===== src/rtl/instr_encoder_if.sv =====
// Request/response bundle for instr_encoder: field-level requests in, packed RV32I words out.
interface instr_encoder_if #(
    parameter int unsigned ADDR_W = 10
);
    logic              req_valid;
    logic              req_ready;
    logic [3:0]        req_kind;
    logic [2:0]        req_funct3;
    logic              req_alt;
    logic [4:0]        req_rd;
    logic [4:0]        req_rs1;
    logic [4:0]        req_rs2;
    logic [31:0]       req_imm;
    logic              out_valid;
    logic              out_ready;
    logic [31:0]       out_instr;
    logic [ADDR_W-1:0] out_addr;
    logic              err;

    modport master (
        output req_valid, req_kind, req_funct3, req_alt, req_rd, req_rs1, req_rs2, req_imm,
        output out_ready,
        input  req_ready, out_valid, out_instr, out_addr, err
    );

    modport slave (
        input  req_valid, req_kind, req_funct3, req_alt, req_rd, req_rs1, req_rs2, req_imm,
        input  out_ready,
        output req_ready, out_valid, out_instr, out_addr, err
    );
endinterface


===== src/rtl/instr_encoder.sv =====
// RV32I field-to-word encoder with a one-entry registered output stage and word address counter.
// Define INSTR_ENC_LI_EN to compile in the LI pseudo-instruction (LUI+ADDI expansion).
module instr_encoder #(
    parameter int unsigned ADDR_W    = 10,
    parameter int unsigned BASE_ADDR = 0
) (
    input logic            clk,
    input logic            rst,
    instr_encoder_if.slave bus
);
    localparam logic [3:0] KOpImm  = 4'd0;
    localparam logic [3:0] KOp     = 4'd1;
    localparam logic [3:0] KLoad   = 4'd2;
    localparam logic [3:0] KStore  = 4'd3;
    localparam logic [3:0] KBranch = 4'd4;
    localparam logic [3:0] KJal    = 4'd5;
    localparam logic [3:0] KJalr   = 4'd6;
    localparam logic [3:0] KLui    = 4'd7;
    localparam logic [3:0] KAuipc  = 4'd8;

    localparam logic [6:0] OpcOpImm  = 7'b0010011;
    localparam logic [6:0] OpcOp     = 7'b0110011;
    localparam logic [6:0] OpcLoad   = 7'b0000011;
    localparam logic [6:0] OpcStore  = 7'b0100011;
    localparam logic [6:0] OpcBranch = 7'b1100011;
    localparam logic [6:0] OpcJal    = 7'b1101111;
    localparam logic [6:0] OpcJalr   = 7'b1100111;
    localparam logic [6:0] OpcLui    = 7'b0110111;
    localparam logic [6:0] OpcAuipc  = 7'b0010111;

`ifdef INSTR_ENC_LI_EN
    localparam logic [3:0] KLi = 4'd9;
    typedef enum logic {StIdle, StLiLo} state_e;
`else
    typedef enum logic {StIdle} state_e;
`endif

    logic [3:0]         kind;
    logic [2:0]         f3;
    logic               alt;
    logic [4:0]         rd;
    logic [4:0]         rs1;
    logic [4:0]         rs2;
    logic [31:0]        imm;
    logic signed [31:0] simm;

    assign kind = bus.req_kind;
    assign f3   = bus.req_funct3;
    assign alt  = bus.req_alt;
    assign rd   = bus.req_rd;
    assign rs1  = bus.req_rs1;
    assign rs2  = bus.req_rs2;
    assign imm  = bus.req_imm;
    assign simm = $signed(bus.req_imm);

    logic i_ok, b_ok, j_ok, shamt_ok, is_shift, alt_ok;

    assign i_ok     = (simm >= -32'sd2048) && (simm <= 32'sd2047);
    assign b_ok     = (simm >= -32'sd4096) && (simm <= 32'sd4094) && !imm[0];
    assign j_ok     = (simm >= -32'sd1048576) && (simm <= 32'sd1048574) && !imm[0];
    assign shamt_ok = (imm[31:5] == 27'd0);
    assign is_shift = (f3 == 3'd1) || (f3 == 3'd5);
    assign alt_ok   = !alt
                    || ((kind == KOp) && ((f3 == 3'd0) || (f3 == 3'd5)))
                    || ((kind == KOpImm) && (f3 == 3'd5));

    state_e             state_q;
    logic               out_valid_q;
    logic [31:0]        out_instr_q;
    logic [ADDR_W-1:0]  out_addr_q;
    logic               err_q;
    logic [31:0]        word;
    logic               illegal;
    logic               accept;
    logic               out_hs;

`ifdef INSTR_ENC_LI_EN
    logic [31:0] li_sum;
    logic [31:0] lo_word;
    logic [31:0] lo_q;
    logic        li_two;

    // Rounding the upper part absorbs the sign of the low 12 bits added back by the ADDI.
    assign li_sum  = imm + 32'h0000_0800;
    assign lo_word = {imm[11:0], rd, 3'b000, rd, OpcOpImm};
`endif

    always_comb begin
        word    = '0;
        illegal = 1'b0;
`ifdef INSTR_ENC_LI_EN
        li_two  = 1'b0;
`endif
        case (kind)
            KOpImm: begin
                if (is_shift) begin
                    illegal = !shamt_ok;
                    word    = {1'b0, alt, 5'b0, imm[4:0], rs1, f3, rd, OpcOpImm};
                end else begin
                    illegal = !i_ok;
                    word    = {imm[11:0], rs1, f3, rd, OpcOpImm};
                end
            end
            KOp:     word = {1'b0, alt, 5'b0, rs2, rs1, f3, rd, OpcOp};
            KLoad: begin
                illegal = !i_ok || (f3 == 3'd3) || (f3[2:1] == 2'b11);
                word    = {imm[11:0], rs1, f3, rd, OpcLoad};
            end
            KStore: begin
                illegal = !i_ok || (f3 > 3'd2);
                word    = {imm[11:5], rs2, rs1, f3, imm[4:0], OpcStore};
            end
            KBranch: begin
                illegal = !b_ok || (f3[2:1] == 2'b01);
                word    = {imm[12], imm[10:5], rs2, rs1, f3, imm[4:1], imm[11], OpcBranch};
            end
            KJal: begin
                illegal = !j_ok;
                word    = {imm[20], imm[10:1], imm[11], imm[19:12], rd, OpcJal};
            end
            KJalr: begin
                illegal = !i_ok;
                word    = {imm[11:0], rs1, 3'b000, rd, OpcJalr};
            end
            KLui:    word = {imm[31:12], rd, OpcLui};
            KAuipc:  word = {imm[31:12], rd, OpcAuipc};
`ifdef INSTR_ENC_LI_EN
            KLi: begin
                if (i_ok) begin
                    word = {imm[11:0], 5'd0, 3'b000, rd, OpcOpImm};
                end else begin
                    word   = {li_sum[31:12], rd, OpcLui};
                    li_two = (imm[11:0] != 12'd0);
                end
            end
`endif
            default: illegal = 1'b1;
        endcase
        if (!alt_ok) begin
            illegal = 1'b1;
        end
    end

    assign bus.req_ready = !rst && (state_q == StIdle) && (!out_valid_q || bus.out_ready);
    assign accept        = bus.req_valid && bus.req_ready;
    assign out_hs        = out_valid_q && bus.out_ready;

    always_ff @(posedge clk or posedge rst) begin
        if (rst) begin
            state_q     <= StIdle;
            out_valid_q <= 1'b0;
            out_instr_q <= '0;
            out_addr_q  <= ADDR_W'(BASE_ADDR);
            err_q       <= 1'b0;
`ifdef INSTR_ENC_LI_EN
            lo_q        <= '0;
`endif
        end else begin
            err_q <= accept && illegal;
            if (out_hs) begin
                out_addr_q <= out_addr_q + ADDR_W'(1);
            end
            case (state_q)
                StIdle: begin
                    if (accept && !illegal) begin
                        out_valid_q <= 1'b1;
                        out_instr_q <= word;
`ifdef INSTR_ENC_LI_EN
                        if (li_two) begin
                            state_q <= StLiLo;
                            lo_q    <= lo_word;
                        end
`endif
                    end else if (out_hs) begin
                        out_valid_q <= 1'b0;
                    end
                end
`ifdef INSTR_ENC_LI_EN
                // LUI half is leaving; the ADDI half takes its place with out_valid kept high.
                StLiLo: begin
                    if (out_hs) begin
                        out_instr_q <= lo_q;
                        state_q     <= StIdle;
                    end
                end
`endif
                default: state_q <= StIdle;
            endcase
        end
    end

    assign bus.out_valid = out_valid_q;
    assign bus.out_instr = out_instr_q;
    assign bus.out_addr  = out_addr_q;
    assign bus.err       = err_q;
endmodule


===== src/flat_wrapper.sv =====
// flat-port wrapper written by rule: the top's interface ports become plain ports
module instr_encoder_flat 
#(
    parameter int unsigned ADDR_W    = 10,
    parameter int unsigned BASE_ADDR = 0
)
  (clk, rst, bus_req_valid, bus_req_kind, bus_req_funct3, bus_req_alt, bus_req_rd, bus_req_rs1, bus_req_rs2, bus_req_imm, bus_out_ready, bus_req_ready, bus_out_valid, bus_out_instr, bus_out_addr, bus_err);
  instr_encoder_if #(.ADDR_W(ADDR_W)) bus_i ();
  input logic clk;
  input logic rst;
  input wire logic [$bits(bus_i.req_valid)-1:0] bus_req_valid;
  input wire logic [$bits(bus_i.req_kind)-1:0] bus_req_kind;
  input wire logic [$bits(bus_i.req_funct3)-1:0] bus_req_funct3;
  input wire logic [$bits(bus_i.req_alt)-1:0] bus_req_alt;
  input wire logic [$bits(bus_i.req_rd)-1:0] bus_req_rd;
  input wire logic [$bits(bus_i.req_rs1)-1:0] bus_req_rs1;
  input wire logic [$bits(bus_i.req_rs2)-1:0] bus_req_rs2;
  input wire logic [$bits(bus_i.req_imm)-1:0] bus_req_imm;
  input wire logic [$bits(bus_i.out_ready)-1:0] bus_out_ready;
  output wire logic [$bits(bus_i.req_ready)-1:0] bus_req_ready;
  output wire logic [$bits(bus_i.out_valid)-1:0] bus_out_valid;
  output wire logic [$bits(bus_i.out_instr)-1:0] bus_out_instr;
  output wire logic [$bits(bus_i.out_addr)-1:0] bus_out_addr;
  output wire logic [$bits(bus_i.err)-1:0] bus_err;
  assign bus_i.req_valid = bus_req_valid;
  assign bus_i.req_kind = bus_req_kind;
  assign bus_i.req_funct3 = bus_req_funct3;
  assign bus_i.req_alt = bus_req_alt;
  assign bus_i.req_rd = bus_req_rd;
  assign bus_i.req_rs1 = bus_req_rs1;
  assign bus_i.req_rs2 = bus_req_rs2;
  assign bus_i.req_imm = bus_req_imm;
  assign bus_i.out_ready = bus_out_ready;
  assign bus_req_ready = bus_i.req_ready;
  assign bus_out_valid = bus_i.out_valid;
  assign bus_out_instr = bus_i.out_instr;
  assign bus_out_addr = bus_i.out_addr;
  assign bus_err = bus_i.err;
  instr_encoder #(.ADDR_W(ADDR_W), .BASE_ADDR(BASE_ADDR)) u_core (.clk(clk), .rst(rst), .bus(bus_i));
endmodule

===== config.mk =====
export PLATFORM = sky130hd
export DESIGN_NAME = instr_encoder_flat
export DESIGN_NICKNAME = d
export VERILOG_FILES = /design/src/rtl/instr_encoder_if.sv /design/src/rtl/instr_encoder.sv /design/src/flat_wrapper.sv
export SDC_FILE = /design/constraint.sdc
export NUM_CORES = 1
export LEC_CHECK = 0
export CORE_MARGIN = 3
export CORE_UTILIZATION = 30
export CTS_BUF_LIST = sky130_fd_sc_hd__clkbuf_4 sky130_fd_sc_hd__clkbuf_8 sky130_fd_sc_hd__clkbuf_16
export CTS_CLUSTER_SIZE = 20
export DETAILED_ROUTE_END_ITERATION = 6
export PLACE_DENSITY = 0.6
export RECOVER_POWER = 50
export SLEW_MARGIN = 20
export SYNTH_ARGS = -nofsm -noshare
export SYNTH_HDL_FRONTEND = slang
export SYNTH_SLANG_ARGS = --single-unit

===== constraint.sdc =====
create_clock -name clk -period 2.1 [get_ports clk]
set_clock_uncertainty 0.05 [all_clocks]
set_input_delay 0.21 -clock clk [delete_from_list [all_inputs] [get_ports clk]]
set_output_delay 0.21 -clock clk [all_outputs]
set_load 0.01 [all_outputs]

Yosys cells after proc, flatten, opt, wreduce, memory -nomap -nowiden
Cells that the tools add are included.
{"block": "totals", "register_bits": 44, "inputBits": 59, "output_inout_bits": 45, "wordCells": 67}
{"block": "op_classes", "addsub": 1, "n_lt_le_gt_ge": 7, "n_eq_ne": 13, "mux": 7, "reduce_logical": 35}
{"operator": "$pmux 32 s9", "n": 1}
{"operator": "$ge 32x12->1 const B", "n": 1}
{"operator": "$ge 32x13->1 const B", "n": 1}
{"operator": "$ge 32x21->1 const B", "n": 1}
{"operator": "$le 32x12->1 const B", "n": 1}
{"operator": "$le 32x13->1 const B", "n": 1}
{"operator": "$le 32x21->1 const B", "n": 1}
{"operator": "$mux 32", "n": 1}
{"operator": "$logic_not 27->1", "n": 1}
{"operator": "$eq 4x3->1 const B", "n": 4}
{"operator": "$logic_and 1x1->1", "n": 12}
{"operator": "$add 10x1->10 const B", "n": 1}
{"operator": "$logic_not 1->1", "n": 9}
{"operator": "$logic_or 1x1->1", "n": 9}
{"operator": "$eq 4x2->1 const B", "n": 2}
{"operator": "$pmux 1 s7", "n": 1}
{"operator": "$eq 4x1->1 const B", "n": 1}
{"operator": "$eq 4x4->1 const B", "n": 1}
{"operator": "$logic_not 4->1", "n": 1}
{"operator": "$mux 1", "n": 4}
{"operator": "$eq 3x1->1 const B", "n": 1}
{"operator": "$eq 3x2->1 const B", "n": 1}
{"operator": "$eq 3x3->1 const B", "n": 1}
{"operator": "$gt 3x2->1 const B", "n": 1}
{"operator": "5 further kinds", "n": 5}

Longest topological paths before layout
{"block": "logic_depth", "depth_word": 10, "ltp_mapped": 10}

Worst setup path before layout
Ideal clock, no wire load.
{"block": "synth_timing", "path_type": "input -> register", "start": "input port bus_req_kind[0]", "end": "register u_core.out_instr_q[10], in the netlist u_core.bus.out_instr[10]", "setup_time_ps": 125, "arrival_ps": 2174, "required_ps": 1925, "slack_ps": -249, "cell_stages": 10, "path_cell_list": "clkbuf_1 or2_2 clkbuf_1 nor2_1 o32a_1 o2111ai_1 a31o_2 nor3_4 buf_6 mux2_2"}
{"block": "synth_between", "elab_chain_cells": 7, "word_cells_on_any_way": 19}
{"element": "start: declaration", "line": "flat_wrapper.sv:12", "rtl": "input wire logic [$bits(bus_i.req_kind)-1:0] bus_req_kind;"}
{"element": "parallel branches: the longest is 7 deep, another holds $pmux 1 s7"}
{"element": "end signal: assignment", "line": "instr_encoder.sv:167", "rtl": "out_instr_q <= word;"}
{"element": "end: declaration", "line": "instr_encoder.sv:69", "rtl": "logic [31:0] out_instr_q;"}
Several ways; the timed one is not identified.
A chain may end at the register's enable or synchronous reset.

Worst setup path after layout
{"block": "layout_timing", "start": "input port bus_req_imm[25]", "end": "register u_core.out_instr_q[17], in the netlist u_core.bus.out_instr[17]"}
{"block": "layout_between", "elab_chain_cells": 9, "word_cells_on_any_way": 25}
{"element": "start: declaration", "line": "flat_wrapper.sv:18", "rtl": "input wire logic [$bits(bus_i.req_imm)-1:0] bus_req_imm;"}
{"element": "$ge 32x13->1, or another cell as far along", "line": "instr_encoder.sv:59", "rtl": "assign b_ok = (simm >= -32'sd4096) && (simm <= 32'sd4094) && !imm[0];"}
{"element": "$logic_and 1x1->1 (on tied branches)", "line": "instr_encoder.sv:59, instr_encoder.sv:58"}
{"element": "$logic_and 1x1->1 or $logic_not 1->1 (tied branches)"}
{"element": "$logic_not 1->1 or $logic_or 1x1->1 (tied branches)", "line": "instr_encoder.sv:114, instr_encoder.sv:106"}
{"element": "$logic_or 1x1->1 (on tied branches)", "line": "instr_encoder.sv:114, instr_encoder.sv:106"}
{"element": "$pmux 1 s7 (*)", "line": "instr_encoder.sv:94", "rtl": "case (kind)"}
{"element": "$mux 1 (*)", "line": "instr_encoder.sv:139", "rtl": "if (!alt_ok) begin"}
{"element": "$logic_not 1->1 (*)", "line": "instr_encoder.sv:165", "rtl": "if (accept && !illegal) begin"}
{"element": "$logic_and 1x1->1 (*)", "line": "instr_encoder.sv:165"}
Every way passes the cells marked *; elsewhere a longest branch is shown, timed or not.

==> implementation parameters <==
Parameter                              Value

Route
  Wire length after detailed routing ... 9070 um
  Number of design rule violations left after detail routing ... 0
  Via count normalized by instance count ... 5.22
  Number of vias after detailed routing ... 2,760
  DRT iter0 DRCs ... 110
  Number of optimization iterations in the first detailed-route pass ... 4
  Post-route ant nets ... 0
  Wire length per cell ... 17.1 um

Global routing
  Largest net degree at the start of global routing ... 44
  Initial antenna violation count ... 0
  Gr usage total ... 0.183
  Wire length of the first global-routing pass ... 14,400 um
  Vias in the first global route ... 2,826
  Total gr overflow ... 0

Timing
  Max-slew violations ... 0
  # setup viols final ... 30
  Final worst-path setup slack ... -201 ps
  Worst hold slack ... 316 ps
  Period minus WS final ... 2300 ps
  Slew @ Worst Pin ... roughly 1100 ps
  Final Hold Fails ... 0
  Max_slew headroom ... 0.269
  Setup repair after global routing missed its margin ... yes
  Highest attainable clock frequency ... 435 MHz
  Period utilization ... 1.10

Pwr
  Total power density per cell area ... approximately 640 nW/um^2
  Peak supply drop ... just over 0.3 mV
  P_leak ... 2.01 nW

Logic synthesis
  Largest area contributor in the synthesized netlist ... sky130_fd_sc_hd__dfrtp_1
  Top-area cell type share of the netlist area ... 0.415
  Avg Inst Size Synth ... between 9 and 10 um^2
  Synthesized netlist net count ... 324
  Synthesized flop and latch total ... 43
  Count of synthesis-stage warnings from yosys ... 0
  Count of different cell masters after synthesis ... 46
  Sequential-to-total area share from yosys stat ... 0.415
  Leading post-synthesis cells by cell area ... sky130_fd_sc_hd__dfrtp_1 42%, sky130_fd_sc_hd__mux2_2 13%, sky130_fd_sc_hd__a22o_1 6.4%
  Predominant post-synthesis flop cell ... sky130_fd_sc_hd__dfrtp_1
  Most frequent cell after synthesis ... sky130_fd_sc_hd__dfrtp_1
  Commonest cells post-synth ... 43 x sky130_fd_sc_hd__dfrtp_1, 30 x sky130_fd_sc_hd__mux2_2, 19 x sky130_fd_sc_hd__a22o_1, 19 x sky130_fd_sc_hd__nand2_1, 15 x sky130_fd_sc_hd__nor2_1
  Post-synth design cell area ... 2590 um^2
  Number of cells produced by synthesis ... 264
  Number of enable flip-flop cells after synthesis ... 0
  Synth async-reset ratio ... 1.00

Run status
  Outcome ... complete, but fails checks
  Violations in the final reports ... setup timing

CTS
  Clock sink count ... 43
  Max Root-Sink Buffers ... 2
  Total clock buffers created by CTS ... 5
  H-tree levels ... 2
  TritonCTS clock tree ... done
  Hold-fix buffer count after cts ... 0
  Clock Root Buffer ... sky130_fd_sc_hd__clkbuf_8
  Clock transition at path regs ... roughly 90 ps
  Clock insertion delay at the later pin of the skew report ... 300 ps

Layout
  Layout cells sized above 1 ... 0.351
  Post-layout nets ... 483
  Summed area of non-filler cells in the final layout ... between 4000 and 5000 um^2
  Layout area overhead ... 76.7%
  Number of diodes added for antenna fixing ... 0
  Final Util ... 0.552

Setup path
  Crit-path max FO ... 8
  Endpoint required time on the critical path ... 2240 ps
  Critical Path End Type ... flip-flop
  Buffering stage count on the worst path with inverters included ... 3
  Critical Path Slowest Stage Cell ... sky130_fd_sc_hd__or3_4
  Startpoint-to-endpoint class of the critical path ... primary input to flip-flop
  Max incr delay on CP ... 410 ps
  Critical-path cell list ... clkbuf_2, nor4_4, nand3_2, or3_4, a22o_1, a31o_4, nor3_4, buf_6, buf_12, mux2_4
  Kind of start point of the critical path ... primary input
  Register-to-Register Setup Slack ... 390 ps
  Kind of cell with the highest combined delay on the critical path ... simple AND/OR/NAND/NOR gates
  Arrival time at the worst endpoint ... between 2000 and 2500 ps

Place
  Place WS ... -979 ps
  Routability congestion estimate from global placement ... 0.938
  Placed Instance Area ... 4170 um^2
  Detailed-placement wirelength estimate ... 6690 um
  Count of input and output buffers ... between 100 and 150

Floorplanning
  Die W ... ~100 um
  Initial core utilization ... 0.312
  Top Ports ... 104
  Std-Cell Core Area ... 8300 um^2
  Die Span Y ... just under 100 um
  # rows ... 33
  Die Footprint ... 9790 um^2

Run
  Maximum Capacitance Violations ... 0

Min path
  Worst min-delay path category ... primary input to flip-flop
-- per-stage QoR --
stage	setup TNS (ps)	power, mW	instances
finish	-5350	2.94	529
global route	-7580	3.09	529
CTS	-5770	2.97	529
detailed placement	-30350	2.19	514
global placement	-30130	2.18	514
floorplan	-6900	1.53	264
-- worst paths after layout --
| check | startpoint | endpoint | depth (start not counted) |
|---|---|---|---|
| hold / removal | bus_req_imm[13] | u_core.bus.out_instr[13] | 4 |
| min in group asynchronous | rst | u_core.bus.out_addr[1] | 3 |
| hold reg to reg | u_core.bus.out_addr[5] | u_core.bus.out_addr[5] | 1 |
| setup / recovery | bus_req_imm[25] | u_core.bus.out_instr[17] | 10 |
| setup reg to reg | u_core.bus.out_valid | u_core.bus.out_instr[17] | 6 |
| max in group asynchronous | rst | u_core.bus.out_instr[21] | 3 |
-- what timing repair did --
item | CTS | global route
setup endpoints to repair | 32 | 32
pin swaps | 17 | 12
gates resized for setup | 117 | 34
setup buffers | 5 | 1
gates cloned | 2 | 1
-- worst min-delay path: stages --
cell	delay (ps)
sky130_fd_sc_hd__buf_6	80
sky130_fd_sc_hd__buf_4	100
sky130_fd_sc_hd__a22o_1	120
sky130_fd_sc_hd__mux2_4	130
-- registers in the layout (all words and copies together), names as in the netlist --
register and count:
u_core.bus.out_valid 1, u_core.bus.out_instr 31, u_core.bus.err 1, u_core.bus.out_addr 10
-- power breakdown --
group / internal, mW / leakage [nW] / switching [mW]
Combinational: 0.729 / 1.40 / 0.424
Sequential: 1.00 / 0.558 / 0.123
Clock: 0.355 / 0.0581 / 0.311
Total: 2.08 / 2.01 / 0.858
-- area by class of cell --
class	count	area (um^2)
Fill cell	749	3720
Multi-Input combinational cell	193	1660
Timing Repair Buffer	169	1560
Sequential cell	43	1080
Tap cell	105	131
Clock buffer	5	68.8
Clock inverter	3	43.8
Inverter	11	41.3
-- cell usage in the layout, fill, tap and decap left out, types with 6 or more instances in the layout --
cell type	synthesis	routed
sky130_fd_sc_hd__a21oi_1	6	6
sky130_fd_sc_hd__a22o_1	19	19
sky130_fd_sc_hd__a22oi_1	10	10
sky130_fd_sc_hd__buf_4	1	56
sky130_fd_sc_hd__buf_6	3	10
sky130_fd_sc_hd__clkbuf_2	0	9
sky130_fd_sc_hd__clkdlybuf4s50_1	0	73
sky130_fd_sc_hd__dfrtp_1	43	43
sky130_fd_sc_hd__dlygate4sd2_1	0	7
sky130_fd_sc_hd__inv_1	11	10
sky130_fd_sc_hd__mux2_4	0	29
sky130_fd_sc_hd__nand2_1	19	18
sky130_fd_sc_hd__nand3_1	10	8
sky130_fd_sc_hd__nand4_1	10	10
sky130_fd_sc_hd__nor2_1	15	13
sky130_fd_sc_hd__o21ai_0	12	10
sky130_fd_sc_hd__xnor2_1	6	6
-- layer usage --
metal  track usage  share of wire  vias to the layer above
li1              -              -                     1309
met1         0.232           0.43                     1327
met2         0.313           0.50                      101
met3        0.0354          0.052                       23
met4        0.0609          0.023                        0
met5             0              0                        -
-- kinds of logic (layout without fill, tap and decap cells) --
family / after synthesis / after routing / synth area share
xor gates and xnor gates: 9 / 9 / 0.0304
and+or+nand+nor: 84 / 84 / 0.169
adders and majority gates: 1 / 1 / 0.00483
muxes: 33 / 33 / 0.142
buffers and inverters: 28 / 188 / 0.0507
DFF: 43 / 43 / 0.415
AOI/OAI and AO/OA: 66 / 66 / 0.188
(Power assumes the default switching activity.)
